--- src/rtl/map_dot_clear.sv ---
// Pac-Man dot eater: reads one map row, clears the dot under the tile if present,
// and counts how many dots have been eaten.
module map_dot_clear #(
    parameter int unsigned ROWS   = 32,
    parameter int unsigned COLS   = 160,
    parameter int unsigned RD_LAT = 2
) (
    input  logic                     clock,
    input  logic                     reset,
    input  logic                     req_valid,
    output logic                     req_ready,
    input  logic [$clog2(ROWS)-1:0]  req_row,
    input  logic [7:0]               req_col,
    output logic                     done,
    output logic                     dot_found,
    output logic                     err,
    output logic [15:0]              eaten_count,
    output logic [$clog2(ROWS)-1:0]  ram_addr,
    output logic [COLS-1:0]          ram_wrdata,
    output logic                     ram_wren,
    input  logic [COLS-1:0]          ram_rddata
);

    localparam int unsigned ROW_W = $clog2(ROWS);
    localparam int unsigned CNT_W = (RD_LAT > 1) ? $clog2(RD_LAT + 1) : 1;
    localparam logic [CNT_W-1:0] RD_LAST = CNT_W'(RD_LAT - 1);

    typedef enum logic [2:0] {
        StIdle,
        StRead,
        StCheck,
        StWrite,
        StDone
    } state_e;

    state_e            state_q, state_d;
    logic [ROW_W-1:0]  addr_q, addr_d;
    logic [7:0]        col_q, col_d;
    logic [CNT_W-1:0]  rd_cnt_q, rd_cnt_d;
    logic [COLS-1:0]   buf_q, buf_d;
    logic              dot_q, dot_d;
    logic              err_q, err_d;
    logic [15:0]       eaten_q, eaten_d;
    logic [COLS-1:0]   sel_mask;

    // Column 0 lives in the MSB of the row word.
    always_comb begin
        sel_mask = '0;
        for (int i = 0; i < int'(COLS); i++) begin
            sel_mask[i] = (32'(COLS - 1 - i) == 32'(col_q));
        end
    end

    always_ff @(posedge clock or posedge reset) begin
        if (reset) begin
            state_q  <= StIdle;
            addr_q   <= '0;
            col_q    <= '0;
            rd_cnt_q <= '0;
            buf_q    <= '0;
            dot_q    <= 1'b0;
            err_q    <= 1'b0;
            eaten_q  <= '0;
        end else begin
            state_q  <= state_d;
            addr_q   <= addr_d;
            col_q    <= col_d;
            rd_cnt_q <= rd_cnt_d;
            buf_q    <= buf_d;
            dot_q    <= dot_d;
            err_q    <= err_d;
            eaten_q  <= eaten_d;
        end
    end

    always_comb begin
        state_d    = state_q;
        addr_d     = addr_q;
        col_d      = col_q;
        rd_cnt_d   = rd_cnt_q;
        buf_d      = buf_q;
        dot_d      = dot_q;
        err_d      = err_q;
        eaten_d    = eaten_q;
        req_ready  = 1'b0;
        done       = 1'b0;
        dot_found  = 1'b0;
        err        = 1'b0;
        ram_wren   = 1'b0;
        ram_wrdata = '0;

        unique case (state_q)
            StIdle: begin
                req_ready = 1'b1;
                if (req_valid) begin
                    dot_d = 1'b0;
                    err_d = 1'b0;
                    // Out-of-range column never touches the RAM or the address.
                    if (32'(req_col) >= COLS) begin
                        err_d   = 1'b1;
                        state_d = StDone;
                    end else begin
                        addr_d   = req_row;
                        col_d    = req_col;
                        rd_cnt_d = '0;
                        state_d  = StRead;
                    end
                end
            end
            StRead: begin
                if (rd_cnt_q == RD_LAST) begin
                    state_d = StCheck;
                end else begin
                    rd_cnt_d = rd_cnt_q + 1'b1;
                end
            end
            StCheck: begin
                buf_d = ram_rddata;
                if (|(ram_rddata & sel_mask)) begin
                    state_d = StWrite;
                end else begin
                    state_d = StDone;
                end
            end
            StWrite: begin
                ram_wren   = 1'b1;
                ram_wrdata = buf_q & ~sel_mask;
                dot_d      = 1'b1;
                // Count becomes visible on the done cycle; saturates rather than wraps.
                if (eaten_q != 16'hFFFF) begin
                    eaten_d = eaten_q + 16'd1;
                end
                state_d = StDone;
            end
            StDone: begin
                done      = 1'b1;
                dot_found = dot_q;
                err       = err_q;
                state_d   = StIdle;
            end
            default: begin
                state_d = StIdle;
            end
        endcase
    end

    assign ram_addr    = addr_q;
    assign eaten_count = eaten_q;

endmodule

--- config.mk ---
export PLATFORM = sky130hd
export DESIGN_NAME = map_dot_clear
export DESIGN_NICKNAME = d
export VERILOG_FILES = /design/src/rtl/map_dot_clear.sv
export SDC_FILE = /design/constraint.sdc
export NUM_CORES = 1
export LEC_CHECK = 0
export CORE_AREA = 2 2 136 171
export CTS_CLUSTER_SIZE = 20
export DETAILED_ROUTE_END_ITERATION = 8
export DIE_AREA = 0 0 138 173
export GPL_TIMING_DRIVEN = 1
export PLACE_DENSITY = 0.95
export SLEW_MARGIN = 10
export SYNTH_ARGS = -nofsm -noshare
export SYNTH_HDL_FRONTEND = slang
export SYNTH_SLANG_ARGS = --single-unit
--- constraint.sdc ---
create_clock -name clock -period 16.6 [get_ports clock]
set_input_delay 3.32 -clock clock [delete_from_list [all_inputs] [get_ports clock]]
set_output_delay 3.32 -clock clock [all_outputs]
set_load 0.01 [all_outputs]
==> summary by stage, run 1 <==
Layout
From synthesis to final layout, the design area changed by 39.1%. The number of antenna diodes in the final layout is 0. In the final layout, the share of cells above drive strength 1 is 18.3%. At the end of the flow, the number of nets in the layout was 1,594.

Clock tree
The tree is rooted in a clkbuf_16. The clock latency of the later-clocked register in the worst-skew pair is 450 ps. TritonCTS built the clock tree.

The H-tree was split into 4 levels. The number of clock buffers added by TritonCTS is 17. The clock sink count is 196. The maximum count of clock buffers along a single path is 2. The number of buffers inserted by hold repair at cts is 0. The number of instances resized during post-cts repair is 0.

The clock-pin slew on the worst setup and hold paths is 70 ps. The number of buffers added for setup after CTS is 0.

Route
The count of nets left with antenna violations once routing finished came out at 0. The number of optimization iterations in the first detailed-route pass is 6. For this run, design rule violations remaining after detail routing come to 0. The routed design has 45,100 um of wire. The via count is 11.1k. The average via count per standard cell is 6.46. The DRC marker count from the first detailed-route iteration is 1,183. In the final routed layout, each cell accounts on average for 26.3 um.

Worst setup path
The critical path goes through nor2b_1, and2_4, buf_4, nand2_1, a21oi_1, clkdlybuf4s50_1. On the worst path, the slowest cell contributes a delay of 910 ps. The worst-path cell with the longest stage delay is buf_4. At the worst endpoint, the arrival time is 3730 ps. The highest net fanout along the worst path is 104. The worst register-to-register path begins at col_q[0]$_DFFE_PP0P_.

The worst-case register-to-register setup slack is 13,060 ps. STA classifies the critical path startpoint as a flip-flop. The endpoint class of the critical path is an output port. By startpoint and endpoint, the worst setup path is classified as flip-flop to output port.

At the worst endpoint, the required time is 13,280 ps. In this run the critical register-to-register path is captured at state_q[0]$_DFFE_PP0P_. The worst reg-to-reg path cell count is 8.

Synthesis
The average instance in the mapped netlist occupies 9.92 um2. By instance count, the leading cell after synthesis is dfrtp_1. The synthesis-stage register bit count is 196. The number of enable flip-flop cells after synthesis is 0.

The share of the yosys chip area belonging to registers is 44.1%. Of the post-synthesis cell area, the dominant cell type holds 44.1%. Yosys attributes the largest share of cell area to dfrtp_1, mux2_2, a21oi_1. dfrtp_1 takes more of the synthesized area than any other cell.

The cell area after technology mapping is 0.0111 mm2. Counting flops with an async set or reset pin after synthesis yields a share of 100%. Yosys printed 0 warnings. The number of nets in the synthesized netlist is 1,300.

The number of instances in the synthesized netlist is 1,122. The top flip-flop cell by instance count after synthesis is dfrtp_1. Counting instances in the post-synthesis netlist gives the leading cell types as dfrtp_1, nand2_1, mux2_2. After synthesis, the netlist uses 69 different library cells.

Timing
The worst hold slack across all endpoints is 487 ps. The timing-limited maximum frequency is 0.142 GHz. The worst-case clock skew is 11.2 ps.

The final number of hold-violating endpoints was 0. In the finished design, the share of the clock period the worst path needs comes to 42.4%. The number of slew-limit violations in the final report was 0. For the pin with the worst max-slew slack, the measured transition is 1190 ps. Setup repair after global routing left no endpoint under its margin. The post-route minimum period is 7050 ps. The headroom to the max-slew limit is 20.5%. Adding up every negative setup slack in the final design gives 0 ps. Setup violations remaining at the end of the flow were counted as 0.

Run status
The run finished with clean final reports.

Power
Of the total power, the share spent switching nets is 37.2%. The analysis attributes to cell leakage a power of 6.43 nW. The clock network is responsible for 22.8% of the overall power. The internal portion of the total power is 1.20 mW. The total power of the final layout is 1.91 mW. The highest ir drop seen on vdd is 0.117 mV.

Combinational logic is responsible for 37.3% of the overall power. The power per standard cell area is 123 mW/mm2. The register share of total power is 40.0%. In this run the power spent charging and discharging nets is 709 uW.

Worst hold path
The end point of the worst hold path is eaten_count[8]$_DFFE_PP0P_. The min-delay analysis places its worst path in the category flip-flop to flip-flop. Along the worst hold path, the cell count comes to 1. The origin of the worst min-delay path is eaten_count[8]$_DFFE_PP0P_.

Run
The number of max-cap violations is 0.

Floorplan
The number of ports placed on the die boundary is 362. From left edge to right edge, the die measures 138 um. The die is 173 um tall.

The starting density of the core is 50.3%. The initialized floorplan defines 61 standard-cell rows. The floorplan step defined a die boundary enclosing 0.0239 mm2. The total area inside the core boundary comes to 0.0221 mm2.

Global route
Summed over all layers, the global routing overflow is 0. The initial antenna violation count is 1. The pin count of the biggest net entering global routing is 121. The first global-routing pass estimated 67,300 um of wire. The all-layer global routing usage is 36.7%. The via count of the first global-routing pass is 11.0k.

Place
The count of input and output buffers is 361. At the end of routability-driven placement, the weighted congestion stood at 0.929. Once detailed placement completed, the half-perimeter wirelength came to 31,800 um.
==> worst max-delay path by stage <==
| stage | startpoint | end | slack [ps] | cells past startpoint |
|---|---|---|---|---|
| 6_report | state_q[2]$_DFFE_PP0P_ | ram_wrdata[39] | 9550 | 6 |
| 5_1_grt | state_q[2]$_DFFE_PP0P_ | ram_wrdata[127] | 9360 | 6 |
| 4_1_cts | state_q[2]$_DFFE_PP0P_ | ram_wrdata[27] | 9610 | 6 |
| 3_5_place_dp | state_q[2]$_DFFE_PP0P_ | ram_wrdata[27] | 10120 | 6 |
| 3_3_place_gp | state_q[2]$_DFFE_PP0P_ | ram_wrdata[27] | 10110 | 6 |
| 2_1_floorplan | reset | buf_q[0]$_DFFE_PP0P_ | 7940 | 1 |
==> critical path: cells and delay by family, from the launching register on <==
family                 cells  cell delay (ps)
AND/OR/NAND/NOR            3              890
AO/OA/AOI/OAI              1              260
buffers and inverters      2             1500
flip-flops                 1              490
==> registers in the layout (all words and copies together), names as in the netlist <==
register / cells
col_q: 8
rd_cnt_q: 2
buf_q: 160
err_q: 1
state_q: 3
ram_addr: 5
eaten_count: 16
dot_q: 1
==> power by group through the flow <==
stage               logic [mW]  clock network (mW)  registers, mW
floorplan                0.481                   0          0.715
global placement         0.677                   0          0.755
detailed placement       0.695                   0          0.767
CTS                      0.697               0.435          0.759
global route             0.744               0.454          0.782
finish                   0.710               0.434          0.762
==> stage by stage <==
| stage | setup slack, ps | instance area, um2 | util (%) | std cells |
|---|---|---|---|---|
| 2_1_floorplan | 7940 | 11100 | - | 1122 |
| 3_3_place_gp | 10110 | 14900 | 67.2 | 1680 |
| 3_5_place_dp | 10120 | 14900 | 67.2 | 1680 |
| 4_1_cts | 9610 | 15500 | 69.9 | 1711 |
| 5_1_grt | 9360 | 15500 | 69.9 | 1711 |
| 6_report | 9550 | 15500 | 69.9 | 1711 |
==> logic make-up (layout without fill, tap and decap cells) <==
group,count (synthesis),after routing,share of synthesized area [%]
fa+ha+maj,2,2,0.225
mux,184,184,18.6
xor+xnor,15,15,1.18
simple gates,347,347,16.9
compound gates,261,261,13.9
flops,196,196,44.1
buf+inv,117,423,5.15
==> cell type report <==
| type | count | area [um2] |
|---|---|---|
| fill | 1566 | 6650 |
| clock inverter | 11 | 153 |
| timing repair buffer | 384 | 3790 |
| tap | 283 | 354 |
| clock buffer | 20 | 447 |
| multi-input combinational | 809 | 5800 |
| inverter | 8 | 37.5 |
| sequential | 196 | 4910 |
==> cells in the final DEF (no fill, tap or decap), types with 4 or more instances in the layout <==
| cell | instances |
|---|---|
| a211oi_1 | 4 |
| a21oi_1 | 170 |
| a22o_1 | 7 |
| a22oi_1 | 17 |
| a31oi_1 | 7 |
| a32oi_1 | 6 |
| and2_1 | 5 |
| and3_1 | 9 |
| and4_1 | 6 |
| and4b_1 | 8 |
| and4bb_2 | 4 |
| buf_4 | 23 |
| clkbuf_16 | 17 |
| clkdlybuf4s50_1 | 361 |
| dfrtp_1 | 192 |
| dfrtp_2 | 4 |
| inv_1 | 7 |
| mux2_2 | 178 |
| mux2i_1 | 5 |
| nand2_1 | 184 |
| nand3_1 | 39 |
| nand3b_1 | 4 |
| nand4_1 | 13 |
| nor2_1 | 15 |
| nor2b_1 | 9 |
| nor3_1 | 4 |
| nor3b_1 | 9 |
| nor4b_4 | 7 |
| nor4bb_4 | 5 |
| o21ai_0 | 11 |
| o22ai_1 | 4 |
| xnor2_1 | 8 |
| xor2_1 | 7 |
==> routing by layer <==
layer / global-route usage, % / vias up / part of all wire (%)
li1: - / 4632 / -
met1: 45.8 / 5419 / 37
met2: 58.9 / 781 / 47
met3: 8.45 / 218 / 9.7
met4: 20.6 / 2 / 6.6
met5: 0 / - / 0.027
(Power assumes the default switching activity.)
==> inputs of run 2 (changes only) <==
--- a/config.mk
+++ b/config.mk
@@ -5,12 +5,12 @@
 export SDC_FILE = /design/constraint.sdc
 export NUM_CORES = 1
 export LEC_CHECK = 0
-export CORE_AREA = 2 2 136 171
+export CORE_AREA = 2 2 147 185
 export CTS_CLUSTER_SIZE = 20
 export DETAILED_ROUTE_END_ITERATION = 8
-export DIE_AREA = 0 0 138 173
+export DIE_AREA = 0 0 149 187
 export GPL_TIMING_DRIVEN = 1
-export PLACE_DENSITY = 0.95
+export PLACE_DENSITY = 0.88
 export SLEW_MARGIN = 10
 export SYNTH_ARGS = -nofsm -noshare
 export SYNTH_HDL_FRONTEND = slang
==> constraint.sdc (replaced) <==
create_clock -name clock -period 5.8 [get_ports clock]
set_input_delay 1.16 -clock clock [delete_from_list [all_inputs] [get_ports clock]]
set_output_delay 1.16 -clock clock [all_outputs]
set_load 0.01 [all_outputs]
==> run 2 against run 1 <==
- final cell count rose by 3.8%
- count of clock-buffer cells in the layout fell by 1
- register-to-register slack got worse by 11000 ps
- die area rose by 17%
- final area rose by 0.74%
- routed wire length rose by 4.6%
- first-iteration DRC count fell by 4.8%
- combinational power rose to 2.6 times the previous value
- via count rose by 0.61%
- critical endpoint is now ram_wrdata[113]
==> summary by stage, run 2 (synthesized netlist as in run 1, its figures left out) <==
Timing
The total negative slack for setup checks is 0 ps. The final number of hold-violating endpoints is 0. Setup slack closes at 1170 ps. The timing-limited maximum frequency is 0.216 GHz.

The worst-case clock skew is 8.54 ps. The number of endpoints failing setup at the final stage is 0. The worst path needs 4630 ps of the cycle, external delays included. Setup repair after global routing left no endpoint under its margin. The headroom to the max-slew limit is 12.4%. The period utilization is 79.8%. The slew of the pin with the lowest slew margin is 1310 ps. The number of slew-limit violations in the final report came to 0.

Clock tree
For this design, the CTS-stage hold fixing added 0 buffers. The number of buffers added for setup after CTS is 0. The TritonCTS clock tree is done. The clock latency of the later-clocked register in the worst-skew pair is 440 ps. After clock tree synthesis, the clock-pin slew on the worst setup and hold paths is 70 ps. The number of buffers created by CTS is 17.

The number of gates resized after CTS was 0. The clock tree synthesis step divided the H-tree into 4 levels. The clock sink count is 196. The tree is rooted in a clkbuf_16. The longest clock path from root to sink contains 2 buffers.

Power
The leakage dissipation is 6.44 nW. The highest ir drop seen on vdd is 0.235 mV. In this run the power density over the cells is 348 mW/mm2.

Global route
The via count of the first global-routing pass is 10.8k. The all-layer global routing usage is 33.2%. The first global-routing pass estimated 68,800 um of wire. The total overflow left after global routing is 0. The pin count of the biggest net entering global routing is 114. The initial antenna violation count was 1.

Worst setup path
The path type of the worst setup path is flip-flop to output port. The worst path arrival time is 3470 ps. The worst setup path is captured at an output port. STA classifies the critical path startpoint as a flip-flop. The highest net fanout along the worst path is 53. Data on the critical path is required at its endpoint by 4640 ps.

Route
After detailed routing, the average wire length per cell comes to 26.6 um. After detailed routing, the number of remaining DRC violations is 0. The first TritonRoute pass finished after 5 iterations. The routed layout has 11.1k vias. The average via count per standard cell is 6.26. In this run, the number of DRC markers left after iteration 0 of detailed routing was 1,126. The residual antenna-violating net count after detailed routing is 0.

Summed over all layers, the routed wires come to 47,200 um.

Floorplan
The y dimension of the die is 187 um. The number of ports placed on the die boundary is 362. The floorplan step defined a core boundary enclosing 0.0263 mm2.

The floorplan die area is 0.0279 mm2. The floorplan has 67 rows. Once the floorplan was initialized, standard cells occupied 42.3% of the core. The floorplan step set the die width to 149 um.

Layout
Leaving out fill and tap cells, the most frequent cells in the layout are clkdlybuf4s50_1, dfrtp_1, nand2_1, mux2_2, a21oi_1. Relative to the synthesized area, the layout overhead comes to 40.1%. Leaving out fill and tap cells, the most frequent cell in the layout is clkdlybuf4s50_1.

For this run, the share of the core covered by cells in the final layout is 59.3%. In the final layout, the multi-input gates occupy 0.00580 mm2. The share of final-layout standard cells stronger than drive strength 1 is 18.5%. The area of all sequential standard cells is 0.00491 mm2.

Once layout is complete, the cells apart from fillers number 1,776. The flip-flop count of the largest register, all copies and words added is 160. Fill cells in the final layout number 2,186. At the end of the flow, the number of nets in the layout was 1,596. buf_q holds more flip-flops than any other register.

Summing all non-filler instances in the final layout gives an area of 0.0156 mm2.

Place
Counting tap cells, the placed design contains a total of 1,744 instances. After detailed placement, the total cell area comes to 0.0150 mm2. The minimum setup slack after placement is 1720 ps. During placement, the flow inserted port buffers numbering 361. The weighted congestion at the end of routability-driven global placement is 0.938. The detailed-placement wirelength estimate is 33,800 um.

Run status
The run finished with clean final reports.

Run
The number of max-cap violations is 0.

Worst hold path
The path class of the tightest hold or removal check is flip-flop to flip-flop.
run 2: cell count changes in the layout (fill, tap and decap cells not counted):
cell / change
clkinv_2: +1
clkinvlp_4: +3
diode_2: +1
buf_12: +2
clkbuf_1: -1
clkinv_4: -2
inv_8: -1
run 2: routing by layer:
| layer | track usage [%] | vias up | routed length, um |
|---|---|---|---|
| met5 | 0 | - | 0 |
| met4 | 20.0 | 0 | 3170 |
| met3 | 7.39 | 202 | 4740 |
| met2 | 52.2 | 792 | 21900 |
| met1 | 41.4 | 5474 | 17300 |
| li1 | - | 4651 | - |
run 2: critical path, stage by stage (launching register included):
cell,delay [ps]
dfrtp_2,1060
and4b_1,1230
a21oi_1,180
clkdlybuf4s50_1,540
run 2: final timing paths:
kind | from | slack, ps | depth (start not counted) | end
max in group asynchronous | reset | 3510 | 3 | buf_q[129]$_DFFE_PP0P_
worst max-delay path | col_q[1]$_DFFE_PP0P_ | 1170 | 3 | ram_wrdata[113]
worst min-delay path | err_q$_DFFE_PP0P_ | 470 | 1 | err_q$_DFFE_PP0P_
worst min register to register | err_q$_DFFE_PP0P_ | 470 | 1 | err_q$_DFFE_PP0P_
worst max register to register | col_q[0]$_DFFE_PP0P_ | 2000 | 8 | state_q[0]$_DFFE_PP0P_
min in group asynchronous | reset | 1060 | 2 | buf_q[105]$_DFFE_PP0P_
run 2: area by class of cell:
cell class / instances / share of cell area (%)
multi-input cells: 809 / 37.2
flip-flops and latches: 196 / 31.5
repair buffers: 386 / 24.5
clock inverters: 12 / 0.995
diodes: 1 / 0.0160
inverters: 8 / 0.217
clock buffers: 19 / 2.84
well taps: 345 / 2.77
run 2: power by group:
group / internal [mW] / switching [mW] / leakage, nW
Sequential: 1.83 / 0.518 / 2.60
Clock: 0.689 / 0.558 / 0.277
Combinational: 0.901 / 0.931 / 3.57
Total: 3.42 / 2.01 / 6.44
run 2: through the flow:
step           total power [mW]  hold WS [ps]
2_1_floorplan              3.42           442
3_3_place_gp               4.04           454
3_5_place_dp               4.14           460
4_1_cts                    5.38           478
5_1_grt                    5.63           492
6_report                   5.43           474
==> inputs of run 3 (changes only) <==
--- a/config.mk
+++ b/config.mk
@@ -5,12 +5,12 @@
 export SDC_FILE = /design/constraint.sdc
 export NUM_CORES = 1
 export LEC_CHECK = 0
-export CORE_AREA = 2 2 147 185
+export CORE_AREA = 2 2 141 178
 export CTS_CLUSTER_SIZE = 20
 export DETAILED_ROUTE_END_ITERATION = 8
-export DIE_AREA = 0 0 149 187
+export DIE_AREA = 0 0 143 180
 export GPL_TIMING_DRIVEN = 1
-export PLACE_DENSITY = 0.88
+export PLACE_DENSITY = 0.9
 export SLEW_MARGIN = 10
 export SYNTH_ARGS = -nofsm -noshare
 export SYNTH_HDL_FRONTEND = slang
==> constraint.sdc (replaced) <==
create_clock -name clock -period 4.5 [get_ports clock]
set_input_delay 0.9 -clock clock [delete_from_list [all_inputs] [get_ports clock]]
set_output_delay 0.9 -clock clock [all_outputs]
set_load 0.01 [all_outputs]
==> run 3 against run 2 <==
- sequential power grew 27%
- non-clock buffer count grew 5
- utilization grew 5.5 points
==> summary by stage, run 3 (synthesized netlist as in run 1, its figures left out) <==
Run status
The run finished with clean final reports.

Power
The share of total power in combinational logic is 35.0%. The part of the total power dissipated in the clock network is 21.7%. For this design the total switching power over the nets is 2.61 mW. Across the VDD grid, the largest voltage drop is 0.395 mV. The net switching fraction of the power is 37.9%.

The internal power of the cells is 4.28 mW. For this design the ratio of total power to cell area is 442 mW/mm2. Per report_power, the sequential group accounts for 43.3% of the total. The leakage dissipation is 6.47 nW.

Timing
The number of endpoints failing setup at the final stage is 0. At the pin with the least slew margin, the transition time is 1310 ps. The total negative slack for setup checks is 0 ps.

The final number of hold-violating endpoints is 0. The final setup slack of the worst path is 317 ps. Based on the critical path, the design can be clocked at up to 0.239 GHz. The post-route minimum period is 4180 ps. Headroom to the max-slew limit came out at 12.8%. The final critical path takes up 93.0% of the cycle.

For the final database, setup skew stands at 7.75 ps. Setup repair after global routing left no endpoint under its margin. The number of slew-limit violations in the final report was 0.

Clock tree
Buffers inserted during clock tree synthesis total 17. The number of buffers inserted by hold repair at cts is 0. The number of instances resized during post-cts repair is 0. The tree built by TritonCTS fans out to 196 sinks.

The clock root buffer is clkbuf_16. The clock passes through at most 2 buffers. The number of levels in the clock H-tree is 4. The clock latency of the later-clocked register in the worst-skew pair is 450 ps.

The clock-pin slew on the worst setup and hold paths is 80 ps. The TritonCTS clock tree is done. The number of buffers added for setup after CTS is 0.

Floorplan
The number of ports placed on the die boundary is 362. The die covers 0.0257 mm2. In this run the core area contains 64 standard-cell rows. The x dimension of the die is 143 um. The total core area is 0.0241 mm2. The die is 180 um tall. Once the floorplan was initialized, standard cells occupied 46.2% of the core.

Worst setup path
Of all nets on the critical path, the largest fanout is 39. The endpoint class of the critical path is an output port. For the worst setup path, the data required time is 3600 ps. The reg-to-reg critical path startpoint is col_q[0]$_DFFE_PP0P_. The reg-to-reg endpoint is state_q[0]$_DFFE_PP0P_. The critical path in this run is classified as flip-flop to output port. At the worst endpoint, the arrival time is 3280 ps.

Setup slack on the worst reg-to-reg path comes out at 1000 ps. The worst reg-to-reg path cell count is 7. The category of the worst setup path launch point is a flip-flop.

Global route
Global routing used 35.2% of the available tracks across all layers. The first global-routing pass estimated 67,600 um of wire. The via count of the first global-routing pass came to 11.0k. Entering global routing, the biggest net connects 115 pins.

The total congestion overflow after global routing is 0. The initial antenna violation count came to 1.

Place
Routability-driven placement finished with a final weighted congestion of 0.927. The detailed-placement wirelength estimate is 32,800 um. The count of input and output buffers is 361. OpenSTA, run right after detailed placement, puts the worst setup slack at 882 ps.

Route
The DRC marker count from the first detailed-route iteration is 1,119. The residual antenna-violating net count after detailed routing is 0. Before antenna repair, the detailed router went through 5 iterations.

Summed over all nets, wire length on met3 after detailed routing comes to 4320 um. In the routed layout, each cell is associated on average with a via count of 6.24. The wire length on met1 is 17,000 um. The final wirelength is 45,700 um. The routed design uses 21,300 um of met2 wire. After detailed routing, the average wire length per cell comes to 25.8 um.

The uppermost layer routed is met4. For this block, the via count after detailed routing is 11.0k. The final routed DRC violation total is 0.

Worst hold path
The origin of the worst min-delay path is dot_q$_DFFE_PP0P_. The worst hold path class is flip-flop to flip-flop. The path with the worst hold slack has its endpoint at dot_q$_DFFE_PP0P_. Counting instances, the worst hold path has a depth of 1.

Layout
Of the cells placed in the final design, the portion with a size suffix greater than 1 is 18.9%. Fill cells in the final layout number 1,840. Relative to the synthesized area, the layout overhead comes to 40.2%. The register with the most flip-flops in the layout has 160 of them. The top cell types in the final layout, fill and taps aside, are clkdlybuf4s50_1, dfrtp_1, nand2_1, mux2_2, a21oi_1. The library cell used most frequently in the layout, excluding fill and tap cells, is clkdlybuf4s50_1. Ranked by flip-flop count, first place goes to buf_q. At the end of the flow, the number of nets in the layout was 1,601.

Run
The tool flagged a number of max-cap violations equal to 0.
[run 3: cell types whose count changed in the layout (fill, tap and decap cells not counted)]
cell        previous run  this run
inv_6                  1         5
buf_4                 23        26
bufinv_16              3         0
clkinvlp_4             6         3
buf_12                 2         4
clkinv_4               1         3
inv_8                  0         2
clkbuf_1               1         0
[run 3: per-stage QoR]
stage | hold WS (ps) | std cells | area, um2 | power [mW] | utilization [%]
3_5_place_dp | 460 | 1734 | 15000 | 5.36 | 62.4
6_report | 477 | 1767 | 15600 | 6.89 | 64.7
4_1_cts | 478 | 1766 | 15600 | 6.84 | 64.7
5_1_grt | 508 | 1766 | 15600 | 7.18 | 64.7
3_3_place_gp | 453 | 1734 | 15000 | 5.24 | 62.4
2_1_floorplan | 442 | 1122 | 11100 | 4.41 | -
[run 3: final cells by class]
cell class | count | area, um2 | share of cell area (%)
Clock buffer | 18 | 439 | 2.82
Sequential cell | 196 | 4910 | 31.5
Inverter | 8 | 33.8 | 0.217
Tap cell | 330 | 413 | 2.65
Antenna cell | 1 | 2.50 | 0.0160
Timing Repair Buffer | 391 | 3890 | 24.9
Multi-Input combinational cell | 809 | 5800 | 37.2
Clock inverter | 14 | 118 | 0.754
[run 3: how the worst max path moves through the flow]
stage / slack, ps / startpoint / depth (start not counted) / to
3_5_place_dp: 880 / col_q[2]$_DFFE_PP0P_ / 3 / ram_wrdata[145]
2_1_floorplan: 1070 / reset / 1 / buf_q[0]$_DFFE_PP0P_
3_3_place_gp: 930 / col_q[5]$_DFFE_PP0P_ / 3 / ram_wrdata[32]
6_report: 320 / col_q[2]$_DFFE_PP0P_ / 3 / ram_wrdata[145]
4_1_cts: 400 / col_q[2]$_DFFE_PP0P_ / 3 / ram_wrdata[145]
5_1_grt: 280 / col_q[2]$_DFFE_PP0P_ / 3 / ram_wrdata[145]
[run 3: worst max-delay path, stage by stage, from the launching register on]
cell and delay (ps):
dfrtp_2 880, and4b_1 1190, a21oi_1 190, clkdlybuf4s50_1 550
[run 3: power by group through the flow]
stage | logic (mW) | clock network [mW] | registers [mW]
final | 2.41 | 1.50 | 2.99
after global routing | 2.54 | 1.58 | 3.07
after CTS | 2.37 | 1.50 | 2.97
after detailed placement | 2.36 | 0 | 3.00
after global placement | 2.30 | 0 | 2.94
after floorplan | 1.77 | 0 | 2.64
[run 3: metal layers]
layer / vias up / track usage [%]
met4: 0 / 20.3
met2: 770 / 55.8
met1: 5413 / 43.7
met5: - / 0
li1: 4650 / -
met3: 191 / 8.47
